### src/rtl/rr_grant_sequencer.sv
// -----------------------------------------------------------------------------
// rr_grant_sequencer
//
// Hands ownership of a shared 8-way resource to one of 8 requesters at a time
// using a registered round-robin arbiter. A grant is held until the owner
// raises done, drops its request, or reaches the hold limit. Every grant is
// followed by a one-cycle bus turnaround before the next arbitration.
//
// Ports:
//   clk          rising-edge clock
//   rst          synchronous active-high reset
//   req[7:0]     request vector, bit i = requester i
//   done         owner finished its transaction (only looked at while granted)
//   grant[7:0]   registered one-hot grant, zero when no owner
//   grant_idx    binary owner index in 8-to-3 encoder format (bit 3 always 0)
//   grant_valid  high while a grant is active
//   timeout      one-cycle pulse after a grant is revoked by the hold limit
// -----------------------------------------------------------------------------
module rr_grant_sequencer #(
  parameter int N        = 8,   // number of requesters; only 8 is supported
  parameter int MAX_HOLD = 16,  // max cycles per grant, 1..255
  parameter int CNT_W    = 8    // hold counter width, 2**CNT_W > MAX_HOLD
) (
  input  logic         clk,
  input  logic         rst,
  input  logic [N-1:0] req,
  input  logic         done,
  output logic [N-1:0] grant,
  output logic [3:0]   grant_idx,
  output logic         grant_valid,
  output logic         timeout
);

  typedef enum logic [1:0] {
    IDLE  = 2'd0,
    GRANT = 2'd1,
    TURN  = 2'd2
  } state_t;

  state_t           state_q, state_d;
  logic [N-1:0]     grant_q, grant_d;
  logic [2:0]       idx_q, idx_d;     // current owner, 0 when idle
  logic [2:0]       ptr_q, ptr_d;     // highest-priority requester next round
  logic [CNT_W-1:0] cnt_q, cnt_d;     // cycles the current owner has held
  logic             timeout_q, timeout_d;

  logic [2:0]       sel;              // arbitration winner
  logic [2:0]       cand;
  logic             hold_hit;
  logic             release_now;

  // Round-robin pick: walk from the farthest candidate back toward ptr so the
  // last match written is the first set bit at or after ptr (with wrap).
  always_comb begin
    sel  = ptr_q;
    cand = ptr_q;
    for (int k = N - 1; k >= 0; k--) begin
      cand = ptr_q + 3'(k);
      if (req[cand]) begin
        sel = cand;
      end
    end
  end

  assign hold_hit    = (cnt_q == CNT_W'(MAX_HOLD - 1));
  assign release_now = done || !req[idx_q] || hold_hit;

  // Next-state and next-output logic.
  // NOTE: every signal gets a default before the case so no path leaves it
  // unassigned; otherwise synthesis infers a latch.
  always_comb begin
    state_d   = state_q;
    grant_d   = grant_q;
    idx_d     = idx_q;
    ptr_d     = ptr_q;
    cnt_d     = cnt_q;
    timeout_d = 1'b0;

    unique case (state_q)
      IDLE: begin
        if (|req) begin
          grant_d = N'(1) << sel;
          idx_d   = sel;
          cnt_d   = '0;
          state_d = GRANT;
        end
      end

      GRANT: begin
        if (release_now) begin
          grant_d   = '0;
          idx_d     = '0;
          ptr_d     = idx_q + 3'd1;   // previous owner drops to lowest priority
          state_d   = TURN;
          // Flag the revocation only when the hold limit alone forced it.
          timeout_d = hold_hit && !done && req[idx_q];
        end else if (cnt_q != CNT_W'(MAX_HOLD)) begin
          cnt_d = cnt_q + CNT_W'(1);
        end
      end

      TURN: begin
        state_d = IDLE;               // one dead cycle for bus turnaround
      end

      default: begin
        state_d = IDLE;
        grant_d = '0;
        idx_d   = '0;
      end
    endcase
  end

  // NOTE: sequential state uses non-blocking assignments so every flop samples
  // the pre-edge values regardless of statement order.
  always_ff @(posedge clk) begin
    if (rst) begin
      state_q   <= IDLE;
      grant_q   <= '0;
      idx_q     <= '0;
      ptr_q     <= '0;
      cnt_q     <= '0;
      timeout_q <= 1'b0;
    end else begin
      state_q   <= state_d;
      grant_q   <= grant_d;
      idx_q     <= idx_d;
      ptr_q     <= ptr_d;
      cnt_q     <= cnt_d;
      timeout_q <= timeout_d;
    end
  end

  assign grant       = grant_q;
  assign grant_idx   = {1'b0, idx_q};
  assign grant_valid = |grant_q;
  assign timeout     = timeout_q;

endmodule

### config.mk
export PLATFORM = sky130hd
export DESIGN_NAME = rr_grant_sequencer
export DESIGN_NICKNAME = d
export VERILOG_FILES = /design/src/rtl/rr_grant_sequencer.sv
export SDC_FILE = /design/constraint.sdc
export NUM_CORES = 1
export LEC_CHECK = 0
export BUFFER_PORTS_ARGS = -buffer_cell sky130_fd_sc_hd__clkbuf_2
export CORE_MARGIN = 2
export CORE_UTILIZATION = 35
export DETAILED_ROUTE_END_ITERATION = 12
export HOLD_SLACK_MARGIN = 0.1
export PLACE_DENSITY_LB_ADDON = 0.25
export SETUP_SLACK_MARGIN = 0.1
export SLEW_MARGIN = 20
export SYNTH_ARGS = -nofsm -noshare
export SYNTH_HDL_FRONTEND = slang
export SYNTH_SLANG_ARGS = --single-unit
### constraint.sdc
create_clock -name clk -period 7.69 [get_ports clk]
set_input_delay 0.3845 -clock clk [delete_from_list [all_inputs] [get_ports clk]]
set_output_delay 0.3845 -clock clk [all_outputs]
set_load 0.01 [all_outputs]
# Word level (Yosys, flattened, before mapping)
# Cells that the tools add are included.
totals:
  reg_bits: 25
  out_inout_bits: 14
classes:
  n_addsub: 9
  order_cmp: 9
  n_eq_ne: 8
  shift: 1
  mux: 39
  n_bitwise: 3
  reduce_logical: 15
op_table:
  columns: ["operator", "n"]
  rows:
  - ["$mux W8", 5]
  - ["$lt A3 B4 Y1 const B", 9]
  - ["$mux W3", 10]
  - ["$bmux W1 S3", 9]
  - ["$pmux W8 S3", 1]
  - ["$pmux W8 S2", 1]
  - ["$reduce_or A8 Y1", 2]
  - ["$add A3 B3 Y3 const B", 4]
  - ["$mux W1", 9]
  - ["$pmux W3 S3", 1]
  - ["$add A8 B1 Y8 const B", 1]
  - ["$eq A8 B4 Y1 const B", 1]
  - ["$ne A2 B2 Y1 const B", 4]
  - ["$ne A8 B5 Y1 const B", 1]
  - ["$shl A1 B3 Y8 const A", 1]
  - ["$add A3 B1 Y3 const B", 2]
  - ["$add A3 B2 Y3 const B", 2]
  - ["$mux W2", 2]
  - ["$pmux W2 S2", 1]
  - ["$reduce_and A2 Y1", 2]
  - ["$reduce_and A4 Y1", 1]
  - ["$not A1 Y1", 3]
  - ["$reduce_and A3 Y1", 1]
  - ["$reduce_or A3 Y1", 1]
  - ["other kinds (7)", 10]

# Depth between registers and ports, before layout
# Gate-level depths: netlist of run 1.
logic_depth:
  depth_word: 14
  depth_mapped: 12

# Worst setup path after synthesis of run 1
# No wires, ideal clock.
synth_path:
  path_type: "register -> register"
  startpoint: "register ptr_q[1]"
  endpoint: "register grant_q[2], in the netlist grant[2]"
  setup_time_ps: 117
  t_arrival_ps: 3258
  required_ps: 7573
  setup_slack_ps: 4315
  path_stages_with_launch: 13
  path_buffers: 3
  cell_sequence: "dfxtp_1 buf_2 buf_2 inv_1 ha_1 clkbuf_1 mux4_2 mux2_2 o31a_1 or4_4 a31oi_1 nor2_2 a32o_1"
synth_between:
  elab_chain_len: 14
  word_cells_on_any_way: 34
  cone_classes: "7 x add/sub; 1 x shift; 26 x mux"
synth_rtl:
  columns: ["item", "line", "text"]
  rows:
  - ["start, declared", "43", "logic [2:0] ptr_q, ptr_d;"]
  - ["start signal, assigned", "128", "ptr_q <= ptr_d;"]
  - ["$add A3 B3 Y3", "58", "cand = ptr_q + 3'(k);"]
  - ["$bmux W1 S3", "59", "if (req[cand]) begin"]
  - ["$mux W1 (implied by the code)", "59", null]
  - ["$mux W3 (7 in series)", "59", null]
  - ["$mux W3 *", "59", null]
  - ["$shl A1 B3 Y8 *", "82", "grant_d = N'(1) << sel;"]
  - ["$mux W8 *", "81", "if (|req) begin"]
  - ["$pmux W8 S3 *", "79", "unique case (state_q)"]
  - ["end signal, assigned", "126", "grant_q <= grant_d;"]
  - ["end, declared", "41", "logic [N-1:0] grant_q, grant_d;"]
# Mark *: on every way between the ends. The rest lies on a longest branch, timed or not. The select of a mux whose other input is x is not followed.
# A chain may end at the register's enable or synchronous reset.

# Worst setup path after layout of run 1
layout_path:
  startpoint: "register ptr_q[1]"
  endpoint: "register grant_q[4], in the netlist grant[4]"
# Same word-level chain as after synthesis.

==> implementation parameters, run 1 <==
Parameter                              Value

Outcome
  Status ... completed

Setup path
  Crit-path leading delay family ... multiplexers
  Number of buffers and inverters on the critical path ... 1
  Capturing element type of the critical path ... flop
  CP peak stage delay ... 0.82 ns
  Required time at the worst-slack endpoint ... 7.87 ns
  Arrival time worst endpoint ... 3.97 ns
  Worst Setup Start Kind ... flop
  Worst setup path category ... reg -> reg
  Max Fanout on Critical Path ... 18
  Worst-path cell chain ... inv_1 > ha_1 > mux4_1 > mux2i_1 > o21ai_0 > a311oi_1 > a311oi_2 > and2b_1 > a22o_1
  Critical path's slowest cell ... sky130_fd_sc_hd__dfxtp_1
  FF-to-FF setup slack ... 3.90 ns

Synthesis
  Synthesized area per cell ... 9.410 sq um
  Synthesis warning total ... 0
  Largest area contributor in the synthesized netlist ... sky130_fd_sc_hd__dfxtp_1
  Async S/R FF share, synth ... 0
  Leading cell types by count after synthesis ... 25 x sky130_fd_sc_hd__dfxtp_1, 20 x sky130_fd_sc_hd__nor2_1, 16 x sky130_fd_sc_hd__nand2_1
  Synthesis-stage register bit count ... 25
  Cell types with the largest area share after synthesis ... sky130_fd_sc_hd__dfxtp_1 25%, sky130_fd_sc_hd__mux4_2 11%, sky130_fd_sc_hd__mux4_1 5.2%
  Net Count, Synth ... 229
  Top-area cell type share of the netlist area ... 0.2497
  Cell with the most instances after synthesis ... sky130_fd_sc_hd__dfxtp_1
  Netlist area before placement ... 2004 sq um
  Gate count after technology mapping ... 213
  Number of enable-type register cells in the synthesized netlist ... 0
  Number of unique standard cell types used by synthesis ... 60
  Sequential fraction of the synthesis area ... 0.2497
  Top_reg_cell synth ... sky130_fd_sc_hd__dfxtp_1

Min path
  Classification of the worst-slack hold path ... in -> reg

Floorplanning
  Height of the die ... 79.68 um
  Standard-cell row count ... 27
  Area of the core ... 5507 sq um
  Top Ports ... 25
  Die area ... 6348 sq um
  Horizontal extent of the die ... 79.68 um
  Initial Util ... 0.3640

Timing
  Endpoints failing hold ... 0
  Worst path setup slack after routing ... 3.896 ns
  Peak clock frequency supported by timing ... 0.2636 GHz
  Transition time of the tightest slew-check pin ... 0.8627 ns
  Fin crit period ... 3.794 ns
  Total negative slack ... 0 ns
  Endpoints failing setup ... 0
  Max-slew headroom ... 0.4241
  Final slew viol count ... 0
  Final period util ... 0.4934
  RSZ-0062 raised after global routing ... no
  Setup clock skew after layout ... 0.001308 ns

Placement
  Number of cells in the design after placement ... 296
  Final GP Congestion ... 0.8928
  Post-place setup slack ... 3.969 ns
  Port Buffer Count ... 23
  Detailed placement HPWL ... 3.529 mm

Cells and area
  Fraction of final layout cells sized beyond drive strength 1 ... 0.2237
  Nets ... 245
  Count of filler cells inserted in the layout ... 552
  Diodes inserted ... 0
  Layout Area Growth over Synthesis ... 9.613%
  Final standard cell count with taps included and fillers excluded ... 300

Flow run
  Max-cap check violation count ... 0

Clocking
  TritonCTS clock tree ... done
  Clock slew at the register clock pins of the worst setup and hold paths ... 0.09 ns
  Clk sink count ... 25
  Clk Latency, worst-skew pair ... 0.27 ns
  Post-cts resize count ... 0
  Number of buffers inserted by post-CTS setup repair ... 0
  Post-cts hold buffer count ... 0
  Clock root buffer ... sky130_fd_sc_hd__clkbuf_8
  Maximum clock path buffer count ... 2
  H-tree levels ... 1
  Number of clock buffers inserted by TritonCTS ... 3

Global route
  First-pass GRT wire length ... 7.907 mm
  Number of global-route vias before repair ... 1668
  Initial antenna violation count ... 0
  Global-route congestion overflow total ... 0
  Largest net degree at the start of global routing ... 21
  Overall routing resource usage ... 0.1561

Routing
  Average wire length per cell after detail routing ... 15.92 um
  Initial DRC Count ... 93
  Count of unresolved DRC violations after routing ... 0
  TritonRoute pass-1 iters ... 4
  Average vias per placed instance ... 5.790
  Aggregate routed wire length ... 4.777 mm
  Detail Route Antenna Nets ... 0
  Number of vias in the routed layout ... 1737

Power
  Static Leakage ... 0.8257 nW
  Worst ir drop on vdd ... 0.1471 mV
  Power density over cell area ... 278.5 nW/um^2
-- stage by stage --
step,cell area [sq um],hold WS (ns),total power [W],utilization
3_5_place_dp,2148,0.4551,0.0005314,0.3901
6_report,2197,0.4302,0.0006120,0.3990
2_1_floorplan,2004,0.4709,0.0004502,-
4_1_cts,2197,0.4332,0.0006135,0.3990
3_3_place_gp,2148,0.4564,0.0005305,0.3901
5_1_grt,2197,0.4441,0.0006611,0.3990
-- worst paths after layout --
path / depth (start not counted) / endpoint / from
min: 2 / ptr_q[2] / rst
max reg2reg: 9 / grant[4] / ptr_q[1]
min reg2reg: 2 / grant[0] / grant[0]
max: 9 / grant[4] / ptr_q[1]
-- worst reg2reg max path, stage by stage (launching register included) --
cell                       delay, ns
sky130_fd_sc_hd__dfxtp_1        0.82
sky130_fd_sc_hd__inv_1          0.28
sky130_fd_sc_hd__ha_1           0.56
sky130_fd_sc_hd__mux4_1         0.46
sky130_fd_sc_hd__mux2i_1        0.47
sky130_fd_sc_hd__o21ai_0        0.17
sky130_fd_sc_hd__a311oi_1       0.37
sky130_fd_sc_hd__a311oi_2       0.18
sky130_fd_sc_hd__and2b_1        0.20
sky130_fd_sc_hd__a22o_1         0.19
-- registers in the layout, indices dropped and copies added (netlist names) --
register,flops
timeout,1
cnt_q,8
state_q,2
idx_q,3
ptr_q,3
grant,8
-- report_power, final --
group	switching [W]	total, W	internal [W]
logic	0.000182	0.000340	0.000158
clock network	0.0000453	0.0000821	0.0000368
registers	0.0000407	0.000190	0.000149
total	0.000268	0.000612	0.000344
-- cell usage in the layout (no fill, tap or decap), types with 5 or more instances in the layout --
cell	count
sky130_fd_sc_hd__mux2_2	5
sky130_fd_sc_hd__mux2i_1	8
sky130_fd_sc_hd__mux4_2	10
sky130_fd_sc_hd__ha_1	5
sky130_fd_sc_hd__inv_1	7
sky130_fd_sc_hd__a21oi_1	6
sky130_fd_sc_hd__nor4_1	5
sky130_fd_sc_hd__nand2_1	16
sky130_fd_sc_hd__xor2_1	9
sky130_fd_sc_hd__nand3_1	5
sky130_fd_sc_hd__nor2_1	20
sky130_fd_sc_hd__clkbuf_2	23
sky130_fd_sc_hd__dfxtp_1	25
sky130_fd_sc_hd__nor2b_1	5
sky130_fd_sc_hd__and3_1	5
-- per-layer routing --
metal	wire length, um	GRT usage	share of wire	vias to the layer above
met5	0	0	0	-
met1	2203	0.2010	0.46	823
li1	-	-	-	860
met3	216	0.03054	0.045	4
met4	38	0.02931	0.0080	0
met2	2319	0.2723	0.49	50
-- area by class of cell --
cell class	instances	area (sq um)	share of cell area
clock buffers	3	41.29	0.01879
clock inverters	1	7.507	0.003417
inverters	8	30.03	0.01367
multi-input cells	168	1413	0.6429
flip-flops and latches	25	500.5	0.2278
well taps	72	90.09	0.04100
repair buffers	23	115.1	0.05239
-- cells by family (layout without fill, tap and decap cells) --
logic type               after synthesis  after routing  synth area share
AO/OA/AOI/OAI                         49             49            0.2004
XOR/XNOR                              11             11           0.04807
adder cells (fa/ha/maj)                5              5           0.03121
buffers and inverters                 20             35           0.04557
flip-flops                            25             25            0.2497
multiplexers                          27             27            0.2328
other                                  1              1          0.001871
AND/OR/NAND/NOR                       75             75            0.1904
No activity file was read; power rests on OpenSTA's default activity.
==> inputs of run 2 (changes only) <==
clock period = 3.7 ns   (was 7.69 ns; I/O delays follow)
==> implementation parameters, run 2 (same netlist as run 1, synthesis figures left out) <==
Parameter                              Value

Outcome
  Status ... completed (unchanged)

Global route
  Overall routing resource usage ... 0.1605 (was 0.1561)
  First-pass GRT wire length ... 8.217 mm (was 7.907 mm)
  Largest net degree at the start of global routing ... 20 (was 21)
  Initial antenna violation count ... 0 (unchanged)
  Number of global-route vias before repair ... 1708 (was 1668)
  Global-route congestion overflow total ... 0 (unchanged)

Timing
  RSZ-0062 raised after global routing ... no (unchanged)
  Total negative slack ... 0 ns (unchanged)
  Final slew viol count ... 0 (unchanged)
  Final period util ... 0.8191 (was 0.4934)
  Peak clock frequency supported by timing ... 0.3300 GHz (was 0.2636 GHz)
  Worst Hold Slack ... 0.2351 ns (was 0.4302 ns)
  Fin crit period ... 3.031 ns (was 3.794 ns)
  Max-slew headroom ... 0.5359 (was 0.4241)
  Endpoints failing setup ... 0 (unchanged)
  Endpoints failing hold ... 0 (unchanged)
  Transition time of the tightest slew-check pin ... 0.6897 ns (was 0.8627 ns)
  Setup clock skew after layout ... 0.001263 ns (was 0.001308 ns)

Setup path
  FF-to-FF setup slack ... 0.67 ns (was 3.90 ns)
  Capturing element type of the critical path ... flop (unchanged)
  Worst setup path category ... reg -> reg (unchanged)
  Max Fanout on Critical Path ... 8 (was 18)
  Arrival time worst endpoint ... 3.20 ns (was 3.97 ns)
  Worst Setup Start Kind ... flop (unchanged)
  Required time at the worst-slack endpoint ... 3.87 ns (was 7.87 ns)

Floorplanning
  Standard-cell row count ... 27 (unchanged)
  Initial Util ... 0.3640 (unchanged)
  Area of the core ... 5507 sq um (unchanged)
  Horizontal extent of the die ... 79.68 um (unchanged)
  Die area ... 6348 sq um (unchanged)
  Top Ports ... 25 (unchanged)
  Height of the die ... 79.68 um (unchanged)

Clocking
  Clock slew at the register clock pins of the worst setup and hold paths ... 0.08 ns (was 0.09 ns)
  Number of clock buffers inserted by TritonCTS ... 3 (unchanged)
  Post-cts hold buffer count ... 0 (unchanged)
  Maximum clock path buffer count ... 2 (unchanged)
  Clk sink count ... 25 (unchanged)
  Clock root buffer ... sky130_fd_sc_hd__clkbuf_8 (unchanged)
  Clk Latency, worst-skew pair ... 0.26 ns (was 0.27 ns)
  H-tree levels ... 1 (unchanged)
  Number of buffers inserted by post-CTS setup repair ... 0 (unchanged)
  TritonCTS clock tree ... done (unchanged)
  Post-cts resize count ... 0 (unchanged)

Cells and area
  Final core utilization ... 0.4024 (was 0.3990)
  Fraction of final layout cells sized beyond drive strength 1 ... 0.2294 (was 0.2237)
  Layout Area Growth over Synthesis ... 10.55% (was 9.613%)
  Diodes inserted ... 0 (unchanged)
  Nets ... 248 (was 245)
  Count of filler cells inserted in the layout ... 563 (was 552)
  Leading cell type in the layout, fill and taps excluded ... sky130_fd_sc_hd__dfxtp_1 (unchanged)
  Commonest cells after routing, fill and taps aside ... 25 x sky130_fd_sc_hd__dfxtp_1, 23 x sky130_fd_sc_hd__clkbuf_2, 20 x sky130_fd_sc_hd__nor2_1, 16 x sky130_fd_sc_hd__nand2_1, 10 x sky130_fd_sc_hd__mux4_2 (unchanged)

Routing
  Number of vias in the routed layout ... 1739 (was 1737)
  Initial DRC Count ... 108 (was 93)
  Aggregate routed wire length ... 4.694 mm (was 4.777 mm)
  Average vias per placed instance ... 5.739 (was 5.790)
  Count of unresolved DRC violations after routing ... 0 (unchanged)
  Detail Route Antenna Nets ... 0 (unchanged)
  TritonRoute pass-1 iters ... 4 (unchanged)
  Average wire length per cell after detail routing ... 15.49 um (was 15.92 um)

Min path
  Classification of the worst-slack hold path ... in -> reg (unchanged)

Power
  Static Leakage ... 0.8427 nW (was 0.8257 nW)
  Worst ir drop on vdd ... 0.1936 mV (was 0.1471 mV)
  Power density over cell area ... 570.7 nW/um^2 (was 278.5 nW/um^2)

Placement
  Final GP Congestion ... 0.8673 (was 0.8928)
  Detailed placement HPWL ... 3.523 mm (was 3.529 mm)
  Port Buffer Count ... 23 (unchanged)

Flow run
  Max-cap check violation count ... 0 (unchanged)
-- run 2: cell types whose count changed in the layout (fill, tap and decap cells not counted) --
cell,previous run,this run
sky130_fd_sc_hd__clkbuf_1,0,1
sky130_fd_sc_hd__clkinvlp_4,1,0
sky130_fd_sc_hd__buf_4,0,3
-- run 2: path summary, 6_finish.rpt --
kind                            cells past startpoint       end  startpoint
worst max-delay path                                9  grant[3]    ptr_q[1]
worst min-delay path                                2  ptr_q[2]         rst
worst max register to register                      9  grant[3]    ptr_q[1]
worst min register to register                      2  grant[0]    grant[0]
-- run 2: metrics by stage --
step	total power [W]	setup slack [ns]	cells	cell area [sq um]
finish	0.001265	0.6694	303	2216
global route	0.001362	0.3602	303	2216
CTS	0.001274	0.6623	303	2216
detailed placement	0.001107	0.6824	299	2171
global placement	0.001113	0.7137	299	2171
floorplan	0.0009357	0.3249	213	2004
-- run 2: routing by layer --
metal | track usage | share of wire | vias up
met5 | 0 | 0 | -
met4 | 0.01897 | 0.0019 | 0
met3 | 0.02828 | 0.042 | 2
met2 | 0.2697 | 0.49 | 45
met1 | 0.2218 | 0.46 | 832
li1 | - | - | 860
-- run 2: worst max-delay path: stages, from the launching register on --
cell	delay, ns
sky130_fd_sc_hd__dfxtp_1	0.34
sky130_fd_sc_hd__inv_1	0.11
sky130_fd_sc_hd__ha_1	0.50
sky130_fd_sc_hd__mux4_2	0.43
sky130_fd_sc_hd__mux2_2	0.31
sky130_fd_sc_hd__o31a_1	0.28
sky130_fd_sc_hd__or4_4	0.43
sky130_fd_sc_hd__a31oi_1	0.19
sky130_fd_sc_hd__nor2_2	0.09
sky130_fd_sc_hd__a32o_1	0.24
-- run 2: layout make-up --
type	count	area [sq um]	share of cell area
multi-input combinational	168	1413	0.6375
sequential	25	500.5	0.2259
tap	72	90.09	0.04065
timing repair buffer	26	137.6	0.06211
clock buffer	4	45.04	0.02033
inverter	8	30.03	0.01355
-- run 2: where the power goes --
part	internal [W]	switching, W
logic	0.000335	0.000407
registers	0.000310	0.0000514
clock network	0.0000770	0.0000839
total	0.000722	0.000542
